$ cat src/rtl/hps_cmd_decoder.sv
// rtl/hps_cmd_decoder.sv - HPS PIO command decoder driving image memory and engine
// Optional handshake watchdog enabled by defining CMD_TIMEOUT_EN.
module hps_cmd_decoder #(
  parameter int ADDR_W      = 17,
  parameter int MEM_DEPTH   = 76800,
  parameter int TIMEOUT_CYC = 1000000
) (
  input  logic              clk,
  input  logic              reset,
  input  logic [31:0]       instruct_in,
  input  logic              enable_in,
  output logic [3:0]        flags_out,
  output logic [7:0]        data_out,
  output logic              mem_req,
  output logic              mem_we,
  output logic [ADDR_W-1:0] mem_addr,
  output logic [7:0]        mem_wdata,
  input  logic              mem_ack,
  input  logic [7:0]        mem_rdata,
  output logic              alg_start,
  output logic [1:0]        alg_mode,
  input  logic              alg_done
);

  typedef enum logic [2:0] {
    S_IDLE   = 3'd0,
    S_DECODE = 3'd1,
    S_MEM    = 3'd2,
    S_ALGO   = 3'd3,
    S_DONE   = 3'd4
  } state_t;

  localparam logic [2:0]      OP_NOP   = 3'd0;
  localparam logic [2:0]      OP_LOAD  = 3'd1;
  localparam logic [2:0]      OP_STORE = 3'd2;
  localparam logic [2:0]      OP_ILL   = 3'd7;
  localparam logic [ADDR_W:0] DEPTH    = (ADDR_W+1)'(MEM_DEPTH);

  state_t              state_q, state_d;
  logic                en_q;
  logic                start;
  logic [2:0]          op_q;
  logic [ADDR_W-1:0]   addr_q;
  logic [7:0]          wdata_q;
  logic                err_q;
  logic                to_q;
  logic                alg_first_q;
  logic [7:0]          data_q;
  logic                is_mem;
  logic                decode_err;
  logic                timeout_hit;
  logic                idle_entry;
  logic                unused_instr;

  assign unused_instr = ^instruct_in[31:28];

  // en_q resets high so an enable held through reset release is not an edge
  assign start      = enable_in & ~en_q;
  assign is_mem     = (op_q == OP_LOAD) || (op_q == OP_STORE);
  assign decode_err = (op_q == OP_ILL) || (is_mem && ({1'b0, addr_q} >= DEPTH));
  assign idle_entry = (state_q != S_IDLE) && (state_d == S_IDLE);

`ifdef CMD_TIMEOUT_EN
  localparam int CNT_W = $clog2(TIMEOUT_CYC + 1);
  logic [CNT_W-1:0] cnt_q;

  // DECODE always precedes MEM/ALGO, so clearing there gives a fresh count on entry
  always_ff @(posedge clk or posedge reset) begin
    if (reset) begin
      cnt_q <= '0;
    end else if (state_q == S_DECODE) begin
      cnt_q <= '0;
    end else if (state_q == S_MEM || state_q == S_ALGO) begin
      cnt_q <= cnt_q + 1'b1;
    end
  end

  assign timeout_hit = ((state_q == S_MEM && !mem_ack) || (state_q == S_ALGO && !alg_done))
                       && (cnt_q == CNT_W'(TIMEOUT_CYC - 1));
`else
  localparam int timeout_unused = TIMEOUT_CYC;
  assign timeout_hit = 1'b0;
`endif

  always_ff @(posedge clk or posedge reset) begin
    if (reset) begin
      state_q <= S_IDLE;
    end else begin
      state_q <= state_d;
    end
  end

  always_comb begin
    state_d = state_q;
    case (state_q)
      S_IDLE:   if (start) state_d = S_DECODE;
      S_DECODE: begin
        if (decode_err || op_q == OP_NOP) state_d = S_DONE;
        else if (is_mem)                  state_d = S_MEM;
        else                              state_d = S_ALGO;
      end
      S_MEM:    if (mem_ack || timeout_hit)  state_d = S_DONE;
      S_ALGO:   if (alg_done || timeout_hit) state_d = S_DONE;
      S_DONE:   if (!enable_in) state_d = S_IDLE;
      default:  state_d = S_IDLE;
    endcase
  end

  always_ff @(posedge clk or posedge reset) begin
    if (reset) begin
      en_q        <= 1'b1;
      op_q        <= '0;
      addr_q      <= '0;
      wdata_q     <= '0;
      err_q       <= 1'b0;
      to_q        <= 1'b0;
      alg_first_q <= 1'b0;
      data_q      <= '0;
    end else begin
      en_q        <= enable_in;
      alg_first_q <= (state_q == S_DECODE) && (state_d == S_ALGO);
      if (state_q == S_IDLE && start) begin
        op_q    <= instruct_in[2:0];
        addr_q  <= instruct_in[ADDR_W+2:3];
        wdata_q <= instruct_in[27:20];
      end
      if (idle_entry) begin
        err_q <= 1'b0;
        to_q  <= 1'b0;
      end else begin
        if (state_q == S_DECODE && decode_err) err_q <= 1'b1;
        if (timeout_hit) begin
          err_q <= 1'b1;
          to_q  <= 1'b1;
        end
      end
      if (state_q == S_MEM && mem_ack && op_q == OP_STORE) data_q <= mem_rdata;
    end
  end

  always_comb begin
    flags_out[0] = (state_q == S_DONE);
    flags_out[1] = err_q;
    flags_out[2] = (state_q == S_DECODE) || (state_q == S_MEM) || (state_q == S_ALGO);
    flags_out[3] = to_q;
    data_out     = data_q;
    mem_req      = (state_q == S_MEM);
    mem_we       = mem_req && (op_q == OP_LOAD);
    mem_addr     = mem_req ? addr_q  : '0;
    mem_wdata    = mem_req ? wdata_q : '0;
    alg_start    = (state_q == S_ALGO) && alg_first_q;
    // opcodes 3..6 map to modes 0..3; the 2-bit wrap does the subtraction
    alg_mode     = (state_q == S_ALGO) ? (op_q[1:0] + 2'd1) : 2'd0;
  end

endmodule

$ cat config.mk
export PLATFORM = sky130hd
export DESIGN_NAME = hps_cmd_decoder
export DESIGN_NICKNAME = d
export VERILOG_FILES = /design/src/rtl/hps_cmd_decoder.sv
export SDC_FILE = /design/constraint.sdc
export NUM_CORES = 1
export LEC_CHECK = 0
export CELL_PAD_IN_SITES_DETAIL_PLACEMENT = 1
export CELL_PAD_IN_SITES_GLOBAL_PLACEMENT = 2
export CORE_UTILIZATION = 28
export DETAILED_ROUTE_END_ITERATION = 8
export GPL_TIMING_DRIVEN = 0
export PLACE_DENSITY = 0.81
export SKIP_CTS_REPAIR_TIMING = 1
export SYNTH_ARGS = -nofsm -noshare
export SYNTH_HDL_FRONTEND = slang
export SYNTH_SLANG_ARGS = --single-unit
$ cat constraint.sdc
create_clock -name clk -period 3.5 [get_ports clk]
set_input_delay 0.35 -clock clk [delete_from_list [all_inputs] [get_ports clk]]
set_output_delay 0.35 -clock clk [all_outputs]
set_load 0.1 [all_outputs]
==> run summary, run 1 <==
======================================================================================
Predominant post-synthesis flop cell                                      sky130_fd_sc_hd__dfrtp_1
Std-Cell Core Area                                                          6869 sq um
Hold violation count in the final report                                             0
Clock Root Buffer                                                         sky130_fd_sc_hd__clkbuf_8
Synthesized area per cell                                                  13.09 sq um
Clock sink total                                                                    42
# port buffers                                                                      81
Fraction of registers with async set or reset after synthesis                   100.0%
Post-synth net total                                                               203
Comb pwr share                                                                   57.2%
Path class of the lowest-slack min-delay path                             input pin to asynchronous set/reset pin
Total length of routed wires                                                   4732 um
Clock network fraction of design power                                           11.6%
Most common cell after layout, fill and taps aside                        sky130_fd_sc_hd__clkdlybuf4s50_1
Final Cell Area                                                             3083 sq um
Post-DR vias/cell                                                                4.332
Sequential cell area                                                        1052 sq um
Synth warnings                                                                       0
Number of antenna violations at the first check in global routing                    0
Setup slack after placement                                                  0.3213 ns
Kind of end point of the critical path                                    primary output
Maximum number of buffers from clock root to sink                                    2
Met1 layer usage reported by global route                                       16.39%
Maximum number of pins on one net before global-route repair                        24
Post-DRT Antenna Nets                                                                0
Slew at the pin closest to its max-slew limit                                 1.003 ns
Via count of the first global-routing pass                                        1592
Routability congestion estimate from global placement                           0.7472
Final HPWL DP                                                                  3569 um
Number of distinct standard cells referenced by the synthesized netlist             33
Post-synthesis instance area                                                2016 sq um
Via Count                                                                         1473
Overall Global Routing Usage                                                    13.71%
Area growth from synthesis to layout                                            52.95%
Routed length per placed instance                                             13.92 um
Clock tree from TritonCTS                                                          yes
IR drop worst, VDD                                                           0.3184 mV
Worst setup path category                                                 flip-flop to primary output
Sequential share of power                                                        31.3%
Vertical extent of the die                                                    86.85 um
Share of the yosys chip area belonging to registers                             52.20%
Row count                                                                           30
Placed cell areas                                                           2973 sq um
Final Critical Period                                                         3.328 ns
DR DRC count                                                                         0
Run status                                                                   completed
Crit path required time                                                        3.15 ns
Number of flops mapped to enable cells by yosys                                      0
Clock slew seen by the registers of the worst setup and hold paths             0.08 ns
Ports                                                                               87
Number of buffers created by CTS                                                     5
Filler instances                                                                   724
End-of-flow core utilization                                                    44.88%
Die boundary width                                                            86.85 um
Cell area power density                                                   855.9 nW/um^2
Worst relative slew slack                                                       33.03%
Total setup violations reported at the end of the flow                               0
GR Util met2                                                                    22.76%
Final total power                                                              2639 uW
Leakage power of the design                                                0.001546 uW
Net total in the final layout                                                      292
Layer with the highest usage after global routing                                 met2
Crit Path Max Fanout                                                                10
Global route total overflow                                                          0
Final-report max-slew violation count                                                0
Layout cells sized above 1                                                      23.77%
Commonest cells after routing, fill and taps aside                        sky130_fd_sc_hd__clkdlybuf4s50_1, sky130_fd_sc_hd__dfrtp_1, sky130_fd_sc_hd__mux2_2, sky130_fd_sc_hd__and2_1, sky130_fd_sc_hd__dlymetal6s2s_1
Number of synthesized register bits                                                 42
Number of antenna diodes                                                             0
Total net switching power                                                      1286 uW
Internal Dissipation                                                           1352 uW
Synth Instances                                                                    154
Final setup skew                                                           0.005917 ns
FMAX                                                                        0.3005 GHz
Net Sw Frac                                                                     48.75%
Total die area                                                              7542 sq um
Area occupied by multi-input gates                                         888.4 sq um
Deepest level of the CTS H-tree                                                      2
# placed instances                                                                 332
Arr. time, crit path                                                           2.98 ns
Initial core utilization                                                        29.34%
Final Cycle Share                                                               95.09%
Initial DRC Count                                                                   22
First-pass iteration count of the detailed router                                    3
Number of max-capacitance violations reported                                        0
Category of the worst setup path launch point                                flip-flop
Fin worst setup slack                                                        0.1717 ns
Unrepaired setup endpoints after global routing                                     no
Met3 capacity usage during global routing                                       5.143%
Final Non-Filler Cells                                                             340
First-pass GRT wire length                                                     7776 um
Latest clock arrival within the worst-skew pair                                0.29 ns
======================================================================================
[layout make-up]
type,count,share of cell area [%]
Sequential cell,42,34.13
Multi-Input combinational cell,99,28.81
Timing Repair Buffer,82,27.92
Tap cell,96,3.896
Clock buffer,8,2.597
Buffer,8,2.029
Inverter,5,0.6088
[power by group through the flow]
stage	sequential, uW	clock (uW)	combinational [uW]
6_report	825	305	1510
2_1_floorplan	976	0	1010
4_1_cts	830	321	1530
5_1_grt	861	339	1590
3_3_place_gp	827	0	1500
3_5_place_dp	838	0	1520
[per-stage QoR]
stage,TNS [ns],hold slack [ns]
after detailed placement,0,0.4869
after global placement,0,0.4791
after floorplan,0,0.3545
final,0,0.3958
after global routing,0,0.4200
after CTS,-0.04249,0.4125
[routing by layer]
metal  up-vias  wire length [um]
met3         6               387
met4         0                55
met2        53              2234
met5         -                 0
li1        699                 -
met1       715              2054
[cells by family after synthesis]
family                     count (synthesis)  synth area share, %
DFF                                       42                52.20
muxes                                     38                22.84
buffers and inverters                     13                4.034
AOI/OAI and AO/OA                          9                3.787
and+or+nand+nor                           47                14.46
adders and majority gates                  4                2.483
other                                      1               0.1860
[worst max-delay path, stage by stage, from the launching register on]
cell                              delay, ns
sky130_fd_sc_hd__dfrtp_1               0.45
sky130_fd_sc_hd__nand2b_1              0.23
sky130_fd_sc_hd__nor2_1                0.44
sky130_fd_sc_hd__buf_2                 0.29
sky130_fd_sc_hd__and2_1                0.14
sky130_fd_sc_hd__clkdlybuf4s50_1       1.14
[cell usage after synthesis, drive strengths merged (2+ instances only)]
master	number	share of area, %
buf	7	2.9
and3	3	0.93
inv	5	0.93
and2	26	8.1
mux2	37	22
ha	4	2.5
nand2	4	0.87
o2111ai	2	0.87
dfrtp	41	51
nor2	6	1.5
nand3	3	0.99
[path summary, 6_finish.rpt]
check,cells past startpoint,from,end,slack [ns]
worst min register to register,1,addr_q[6],addr_q[6],0.50
min in group clk,1,addr_q[6],addr_q[6],0.50
worst max-delay path,5,state_q[2],mem_wdata[5],0.17
worst min-delay path,2,reset,state_q[1],0.40
max in group asynchronous,3,reset,wdata_q[0],2.63
worst max register to register,5,op_q[0],data_out[0],1.88
[sequential cells by signal, indices dropped and copies added, names as in the netlist]
register,cells
addr_q,17
data_out,8
wdata_q,8
op_q,3
state_q,3
alg_first_q,1
en_q,1
err_q,1
Power figures use the tool's default switching activity.
==> inputs of run 2 (changes only) <==
- CELL_PAD_IN_SITES_DETAIL_PLACEMENT: 1 -> default
- CELL_PAD_IN_SITES_GLOBAL_PLACEMENT: 2 -> default
- CORE_UTILIZATION: 28 -> 45
- PLACE_DENSITY: 0.81 -> 0.82
==> run summary, run 2 (same netlist as run 1, synthesis figures left out) <==
==================================================================================
Cell breakdown of the critical path                                   nand2b_1 > nor2_1 > buf_2 > and2_1 > clkdlybuf4s50_1   unchanged
Crit Path Max Fanout                                                            10   unchanged
Filler instances                                                               313   was 724
Delay of the slowest critical-path stage                                   1.14 ns   about the same
Initial DRC Count                                                               64   was 22
Net total in the final layout                                                  291   was 292
# port buffers                                                                  81   unchanged
Final Cycle Share                                                           93.00%   was 95.09%
Most common cell after layout, fill and taps aside                    sky130_fd_sc_hd__clkdlybuf4s50_1   unchanged
Global route total overflow                                                      0   unchanged
Area growth from synthesis to layout                                        48.67%   was 52.95%
Unrepaired setup endpoints after global routing                                 no   unchanged
Slew at the pin closest to its max-slew limit                            0.9997 ns   was 1.003 ns
Top register by number of flip-flops                                        addr_q   unchanged
Worst relative slew slack                                                   33.25%   was 33.03%
Deepest level of the CTS H-tree                                                  2   unchanged
Latest clock arrival within the worst-skew pair                            0.29 ns   about the same
Number of buffers created by CTS                                                 5   unchanged
Overall Global Routing Usage                                                20.26%   was 13.71%
DR DRC count                                                                     0   unchanged
First-pass GRT wire length                                                 6893 um   was 7776 um
Cell area power density                                               874.2 nW/um^2   was 855.9 nW/um^2
Slowest cell on the critical path                                     sky130_fd_sc_hd__clkdlybuf4s50_1   unchanged
Number of antenna diodes                                                         0   unchanged
Placed cell areas                                                       2895 sq um   was 2973 sq um
Commonest cells after routing, fill and taps aside                    sky130_fd_sc_hd__clkdlybuf4s50_1, sky130_fd_sc_hd__dfrtp_1, sky130_fd_sc_hd__mux2_2, sky130_fd_sc_hd__and2_1, sky130_fd_sc_hd__dlymetal6s2s_1   unchanged
Worst setup path category                                             flip-flop to primary output   unchanged
Sum of negative setup slack                                                   0 ns   unchanged
Layout cells sized above 1                                                  23.55%   was 23.77%
Final setup skew                                                       0.003689 ns   was 0.005917 ns
Dominant delay contributor by cell family on the critical path        buffers and inverters   unchanged
Category of the worst setup path launch point                            flip-flop   unchanged
Via count of the first global-routing pass                                    1555   was 1592
Arr. time, crit path                                                       2.91 ns   was 2.98 ns
IR drop worst, VDD                                                       0.4657 mV   was 0.3184 mV
Number of max-capacitance violations reported                                    0   unchanged
Total length of routed wires                                               4237 um   was 4732 um
Initial core utilization                                                    48.64%   was 29.34%
Flop-to-flop setup slack                                                   1.92 ns   was 1.88 ns
Clock sink total                                                                42   unchanged
Row count                                                                       23   was 30
Post-DR vias/cell                                                            4.928   was 4.332
Run status                                                               completed   unchanged
Final-report max-slew violation count                                            0   unchanged
First-pass iteration count of the detailed router                                4   was 3
FMAX                                                                    0.3072 GHz   was 0.3005 GHz
Die boundary width                                                        68.93 um   was 86.85 um
Maximum number of buffers from clock root to sink                                2   unchanged
Clock tree from TritonCTS                                                      yes   unchanged
Clock slew seen by the registers of the worst setup and hold paths         0.08 ns   about the same
Via Count                                                                     1439   was 1473
Crit path required time                                                    3.15 ns   about the same
Final HPWL DP                                                              3219 um   was 3569 um
Hold violation count in the final report                                         0   unchanged
Vertical extent of the die                                                68.93 um   was 86.85 um
Routability congestion estimate from global placement                       0.7805   was 0.7472
Bufs and invs on worst path                                                      2   unchanged
Maximum number of pins on one net before global-route repair                    43   was 24
Total die area                                                          4751 sq um   was 7542 sq um
Total setup violations reported at the end of the flow                           0   unchanged
Post-DRT Antenna Nets                                                            0   unchanged
Final Critical Period                                                     3.255 ns   was 3.328 ns
Ports                                                                           87   unchanged
Final total power                                                          2620 uW   was 2639 uW
Std-Cell Core Area                                                      4144 sq um   was 6869 sq um
Kind of end point of the critical path                                primary output   unchanged
Path class of the lowest-slack min-delay path                         flip-flop to flip-flop   was input pin to asynchronous set/reset pin
Leakage power of the design                                            0.001500 uW   was 0.001546 uW
Number of antenna violations at the first check in global routing                0   unchanged
Clock Root Buffer                                                     sky130_fd_sc_hd__clkbuf_8   unchanged
Final Cell Area                                                         2997 sq um   was 3083 sq um
Routed length per placed instance                                         14.51 um   was 13.92 um
Flip-flop count of the largest register, all copies and words added             17   unchanged
==================================================================================
run 2: cell count changes in the layout (fill, tap and decap cells not counted), sizes merged:
| cell | previous run | this run |
|---|---|---|
| clkbuf | 9 | 8 |
| clkdlybuf4s50 | 69 | 71 |
| dlymetal6s2s | 12 | 10 |
| buf | 8 | 7 |
run 2: where the power goes:
group	total, uW	internal (uW)	switching (uW)
clock	293	137	156
combinational	1500	515	988
sequential	824	696	127
run 2: final timing paths:
path,startpoint,end,cells past startpoint
min reg2reg,addr_q[1],addr_q[1],1
max in group asynchronous,reset,addr_q[14],2
min in group asynchronous,reset,addr_q[8],2
max,state_q[2],mem_addr[15],5
min,addr_q[1],addr_q[1],1
max reg2reg,op_q[0],data_out[0],5
run 2: routing by layer:
layer | GRT usage (%) | wire (um) | up-vias
li1 | - | - | 697
met1 | 24.90 | 1893 | 683
met2 | 31.43 | 1975 | 52
met3 | 7.237 | 304 | 7
met4 | 9.694 | 63 | 0
met5 | 0 | 0 | -
run 2: layout make-up:
class	instances	area, sq um	share of cell area, %
buffer	8	62.56	2.088
sequential	42	1052	35.11
clock buffer	7	76.32	2.547
multi-input combinational	99	888.4	29.65
timing repair buffer	81	835.8	27.89
inverter	5	18.77	0.6263
tap	50	62.56	2.088
run 2: through the flow:
step / setup WS (ns) / cells / hold slack (ns) / util (%)
after floorplan: 0.8083 / 154 / 0.3545 / -
after global placement: 0.4328 / 285 / 0.4788 / 69.87
after detailed placement: 0.4280 / 285 / 0.4859 / 69.87
after CTS: 0.09560 / 292 / 0.5032 / 71.71
after global routing: 0.05927 / 292 / 0.5221 / 72.31
final: 0.2450 / 292 / 0.4993 / 72.31
==> inputs of run 3 (changes only) <==
- CORE_UTILIZATION: 45 -> 35
- PLACE_DENSITY: 0.82 -> 0.65
==> run summary, run 3 (same netlist as run 1, synthesis figures left out) <==
==================================================================================
Run status                                                               completed   unchanged
FMAX                                                                    0.3036 GHz   was 0.3072 GHz
Arr. time, crit path                                                       2.94 ns   was 2.91 ns
Flop-to-flop setup slack                                                   1.88 ns   was 1.92 ns
Filler instances                                                               495   was 313
First-pass iteration count of the detailed router                                3   was 4
Area growth from synthesis to layout                                        51.27%   was 48.67%
Flip-flop count of the largest register, all copies and words added             17   unchanged
Fin worst setup slack                                                    0.2061 ns   was 0.2450 ns
Total length of routed wires                                               4349 um   was 4237 um
Row count                                                                       27   was 23
Via Count                                                                     1460   was 1439
Worst relative slew slack                                                   31.67%   was 33.25%
Final HPWL DP                                                              3249 um   was 3219 um
Post-DRT Antenna Nets                                                            0   unchanged
Category of the worst setup path launch point                            flip-flop   unchanged
Deepest level of the CTS H-tree                                                  2   unchanged
Routability congestion estimate from global placement                       0.7724   was 0.7805
DR DRC count                                                                     0   unchanged
Maximum number of pins on one net before global-route repair                    32   was 43
Clock Root Buffer                                                     sky130_fd_sc_hd__clkbuf_8   unchanged
Hold violation count in the final report                                         0   unchanged
Final Critical Period                                                     3.294 ns   was 3.255 ns
Final Cycle Share                                                           94.11%   was 93.00%
Layout cells sized above 1                                                  24.59%   was 23.55%
IR drop worst, VDD                                                       0.4373 mV   was 0.4657 mV
Final setup skew                                                       0.006670 ns   was 0.003689 ns
Leakage power of the design                                            0.001448 uW   was 0.001500 uW
Number of antenna diodes                                                         0   unchanged
Latest clock arrival within the worst-skew pair                            0.29 ns   about the same
Cell area power density                                               867.2 nW/um^2   was 874.2 nW/um^2
Overall Global Routing Usage                                                15.44%   was 20.26%
End-of-flow core utilization                                                55.04%   was 72.31%
Total setup violations reported at the end of the flow                           0   unchanged
Net total in the final layout                                                  292   was 291
Path class of the lowest-slack min-delay path                         input pin to asynchronous set/reset pin   was flip-flop to flip-flop
Kind of end point of the critical path                                primary output   unchanged
Worst reg2reg path depth                                                         5   unchanged
Clock slew seen by the registers of the worst setup and hold paths         0.08 ns   about the same
End of the worst register-to-register path                             data_out[6]   was data_out[0]
Most common cell after layout, fill and taps aside                    sky130_fd_sc_hd__clkdlybuf4s50_1   unchanged
Routed length per placed instance                                         13.76 um   was 14.51 um
Top register by number of flip-flops                                        addr_q   unchanged
First-pass GRT wire length                                                 7300 um   was 6893 um
Worst setup path category                                             flip-flop to primary output   unchanged
Clock tree from TritonCTS                                                      yes   unchanged
Post-DR vias/cell                                                            4.620   was 4.928
Initial core utilization                                                    36.38%   was 48.64%
Final-report max-slew violation count                                            0   unchanged
Crit Path Max Fanout                                                            10   unchanged
Unrepaired setup endpoints after global routing                                 no   unchanged
Slew at the pin closest to its max-slew limit                             1.022 ns   was 0.9997 ns
Maximum number of buffers from clock root to sink                                2   unchanged
# port buffers                                                                  81   unchanged
Std-Cell Core Area                                                      5540 sq um   was 4144 sq um
Total die area                                                          6067 sq um   was 4751 sq um
Die boundary width                                                        77.89 um   was 68.93 um
Clock sink total                                                                42   unchanged
Number of antenna violations at the first check in global routing                0   unchanged
Sum of negative setup slack                                                   0 ns   unchanged
Vertical extent of the die                                                77.89 um   was 68.93 um
Number of max-capacitance violations reported                                    0   unchanged
Global route total overflow                                                      0   unchanged
Number of buffers created by CTS                                                 5   unchanged
Crit path required time                                                    3.15 ns   about the same
Setup slack after placement                                              0.4128 ns   was 0.4280 ns
Worst r2r src                                                              op_q[0]   unchanged
Commonest cells after routing, fill and taps aside                    sky130_fd_sc_hd__clkdlybuf4s50_1, sky130_fd_sc_hd__dfrtp_1, sky130_fd_sc_hd__mux2_2, sky130_fd_sc_hd__and2_1, sky130_fd_sc_hd__mux2_4   was sky130_fd_sc_hd__clkdlybuf4s50_1, sky130_fd_sc_hd__dfrtp_1, sky130_fd_sc_hd__mux2_2, sky130_fd_sc_hd__and2_1, sky130_fd_sc_hd__dlymetal6s2s_1
Initial DRC Count                                                               33   was 64
Via count of the first global-routing pass                                    1541   was 1555
Ports                                                                           87   unchanged
==================================================================================
==> run 3: changes by cell type in the layout (fill, tap and decap cells not counted) <==
cell	delta
sky130_fd_sc_hd__clkdlybuf4s50_1	+4
sky130_fd_sc_hd__dlymetal6s2s_1	-4
sky130_fd_sc_hd__buf_12	+1
sky130_fd_sc_hd__clkbuf_1	-1
sky130_fd_sc_hd__clkbuf_8	+1
sky130_fd_sc_hd__clkinv_2	+1
==> run 3: per-stage QoR <==
stage                     cell area (sq um)  hold slack (ns)  cells  power, uW
after global routing                   3049           0.3310    316       2787
after CTS                              3034           0.3064    316       2677
after global placement                 2923           0.4798    307       2326
after detailed placement               2943           0.4845    308       2343
final                                  3049           0.3049    316       2644
after floorplan                        2022           0.3545    154       1990
==> run 3: routing by layer <==
| layer | up-vias | wire, um | GRT usage [%] |
|---|---|---|---|
| li1 | 701 | - | - |
| met1 | 700 | 1957 | 20.00 |
| met2 | 55 | 1891 | 22.92 |
| met3 | 4 | 473 | 6.588 |
| met4 | 0 | 27 | 5.556 |
| met5 | - | 0 | 0 |
==> run 3: area by class of cell <==
type / count / area, sq um / area share (%)
Multi-Input combinational cell: 99 / 888.4 / 29.13
Buffer: 8 / 62.56 / 2.052
Sequential cell: 42 / 1052 / 34.51
Clock buffer: 7 / 86.33 / 2.831
Tap cell: 72 / 90.09 / 2.954
Clock inverter: 1 / 5.005 / 0.1641
Inverter: 5 / 18.77 / 0.6155
Timing Repair Buffer: 82 / 845.8 / 27.74
==> run 3: critical path, stage by stage, from the launching register on <==
cell	delay, ns
sky130_fd_sc_hd__dfrtp_1	0.45
sky130_fd_sc_hd__nand2b_1	0.22
sky130_fd_sc_hd__nor2_1	0.37
sky130_fd_sc_hd__clkbuf_1	0.31
sky130_fd_sc_hd__and2_1	0.18
sky130_fd_sc_hd__clkdlybuf4s50_1	1.13
==> run 3: worst max path at each step <==
| stage | startpoint | end | cells past startpoint |
|---|---|---|---|
| floorplan | state_q[2] | mem_we | 2 |
| global placement | state_q[2] | mem_addr[7] | 5 |
| detailed placement | state_q[2] | mem_addr[12] | 5 |
| CTS | state_q[2] | mem_addr[12] | 5 |
| global route | state_q[2] | mem_addr[8] | 5 |
| finish | state_q[2] | mem_addr[4] | 5 |
==> run 3: power breakdown <==
part / leakage, uW / internal (uW) / switching [uW]
combinational: 0.000886 / 516 / 984
sequential: 0.000514 / 696 / 128
clock: 0.0000482 / 159 / 161
total: 0.00145 / 1370 / 1270
==> patch: new RTL, flow settings as in run 1 <==
`MEM_DEPTH`: 76800 -> 38400.
--- a/src/rtl/hps_cmd_decoder.sv
+++ b/src/rtl/hps_cmd_decoder.sv
@@ -2,7 +2,7 @@
 // Optional handshake watchdog enabled by defining CMD_TIMEOUT_EN.
 module hps_cmd_decoder #(
   parameter int ADDR_W      = 17,
-  parameter int MEM_DEPTH   = 76800,
+  parameter int MEM_DEPTH   = 38400,
   parameter int TIMEOUT_CYC = 1000000
 ) (
   input  logic              clk,
Check against the original RTL: not equivalent (a bounded check fails within 4 cycles, from zero or initial values and one cycle with reset high).
==> patch against run 1 <==
- maximum frequency is 0.94% higher
- non-clock buffer count up 2
- core utilization fell by 0.071 points
- area after synthesis grew 2.2%
- cell area up 0.93%
- setup slack improved by 0.031 ns
- routed wire length grew 4.5%
- total power rose by 11%
- global-route usage increased by 0.32 points
- sequential cell count stayed put
- combinational power up 15%
- count of clock-buffer cells in the layout decreased by 2
- largest cell class unchanged
==> patch: results <==
group,metric,value,unit
final_layout,drive_above_1_share,21.7,%
route,drt_wl_total,4940,um
route,wl_met1,2370,um
global_routing,grt_max_degree,34,
timing,tightest_slew,0.992,ns
synthesis,yosysSeqAreaShare,51.1,%
route,vias,1515,
global_routing,grt_first_pass_wirelength,8180,um
route,wl_met3,279,um
worst_setup_path,arrival,2.95,ns
pwr,p_leak,1.37,nW
synthesis,synth_area_leaders,"dfrtp_1, mux2_2, and2_1",
synthesis,ys_types,39,
worst_setup_path,cp_slowest_cell,"clkdlybuf4s50_1",
route,dr_wl_met2,2230,um
global_routing,globalRouteTotalUtil,14.0,%
placed_design,dpl-instance-area,3020,um^2
worst_setup_path,rr_worst_depth,5,
pwr,swShare,50.6,%
final_layout,fillCellCount,754,
synthesis,syn-num-nets,213,
synthesis,synth.top_cells.by_count,"dfrtp_1, and2_1, mux2_2",
run_status,status,"finished, final reports clean",
timing,whs,0.288,ns
final_layout,instances_no_fill,350,
route,drt_iter0_markers,54,
global_routing,grt_pass1_vias,1631,
synthesis,syn_area_per_cell,12.6,um^2
final_layout,final_nets,302,
worst_setup_path,reg2reg_to,"data_out[2]",
timing,skew,0.00469,ns
[patch: per-stage QoR]
step | power, mW | utilization [%] | setup slack (ns)
5_1_grt | 3.10 | 44.8 | 0.0155
6_report | 2.92 | 44.8 | 0.203
4_1_cts | 2.97 | 44.8 | 0.133
3_5_place_dp | 2.62 | 43.4 | 0.485
3_3_place_gp | 2.58 | 43.2 | 0.472
2_1_floorplan | 2.19 | - | 0.415
[patch: per-layer routing]
metal / vias up / global-route usage [%]
li1: 738 / -
met1: 714 / 19.1
met2: 56 / 21.6
met3: 7 / 3.96
met4: 0 / 4.47
met5: - / 0
[patch: power by group through the flow]
| stage | Combinational (mW) | Clock [mW] | Sequential (mW) |
|---|---|---|---|
| final | 1.73 | 0.330 | 0.856 |
| after global routing | 1.83 | 0.372 | 0.898 |
| after CTS | 1.75 | 0.352 | 0.861 |
| after detailed placement | 1.75 | 0 | 0.872 |
| after global placement | 1.73 | 0 | 0.856 |
| after floorplan | 1.04 | 0 | 1.15 |
[patch: logic make-up after synthesis]
kind of cell	count (synthesis)	synth area share, %
muxes	38	22.4
adders and majority gates	4	2.43
AOI/OAI and AO/OA	16	6.02
buffers and inverters	15	3.89
other	1	0.182
and+or+nand+nor	48	14.0
DFF	42	51.1
[patch: worst max-delay path by stage]
stage                     cells after the start  slack [ns]       start            to
after floorplan                               3        0.42  state_q[2]  mem_addr[16]
after global placement                        6        0.47  state_q[2]  mem_addr[10]
after detailed placement                      6        0.49  state_q[2]  mem_addr[12]
after CTS                                     6        0.13  state_q[2]  mem_addr[12]
after global routing                          6        0.02  state_q[2]  mem_addr[12]
final                                         6        0.20  state_q[2]  mem_addr[12]
[patch: critical path: cells and delay by family, from the launching register on]
family / cells / cell delay [ns]
buffers and inverters: 3 / 1.63
and+or+nand+nor: 3 / 0.67
DFF: 1 / 0.36
[patch: final cells by class]
type,instances,area (um^2),area share [%]
multi-input cells,107,933,30.0
clock inverters,2,12.5,0.402
inverters,5,18.8,0.603
well taps,96,120,3.86
plain buffers,10,61.3,1.97
clock buffers,6,82.6,2.65
flip-flops and latches,42,1050,33.8
repair buffers,82,831,26.7
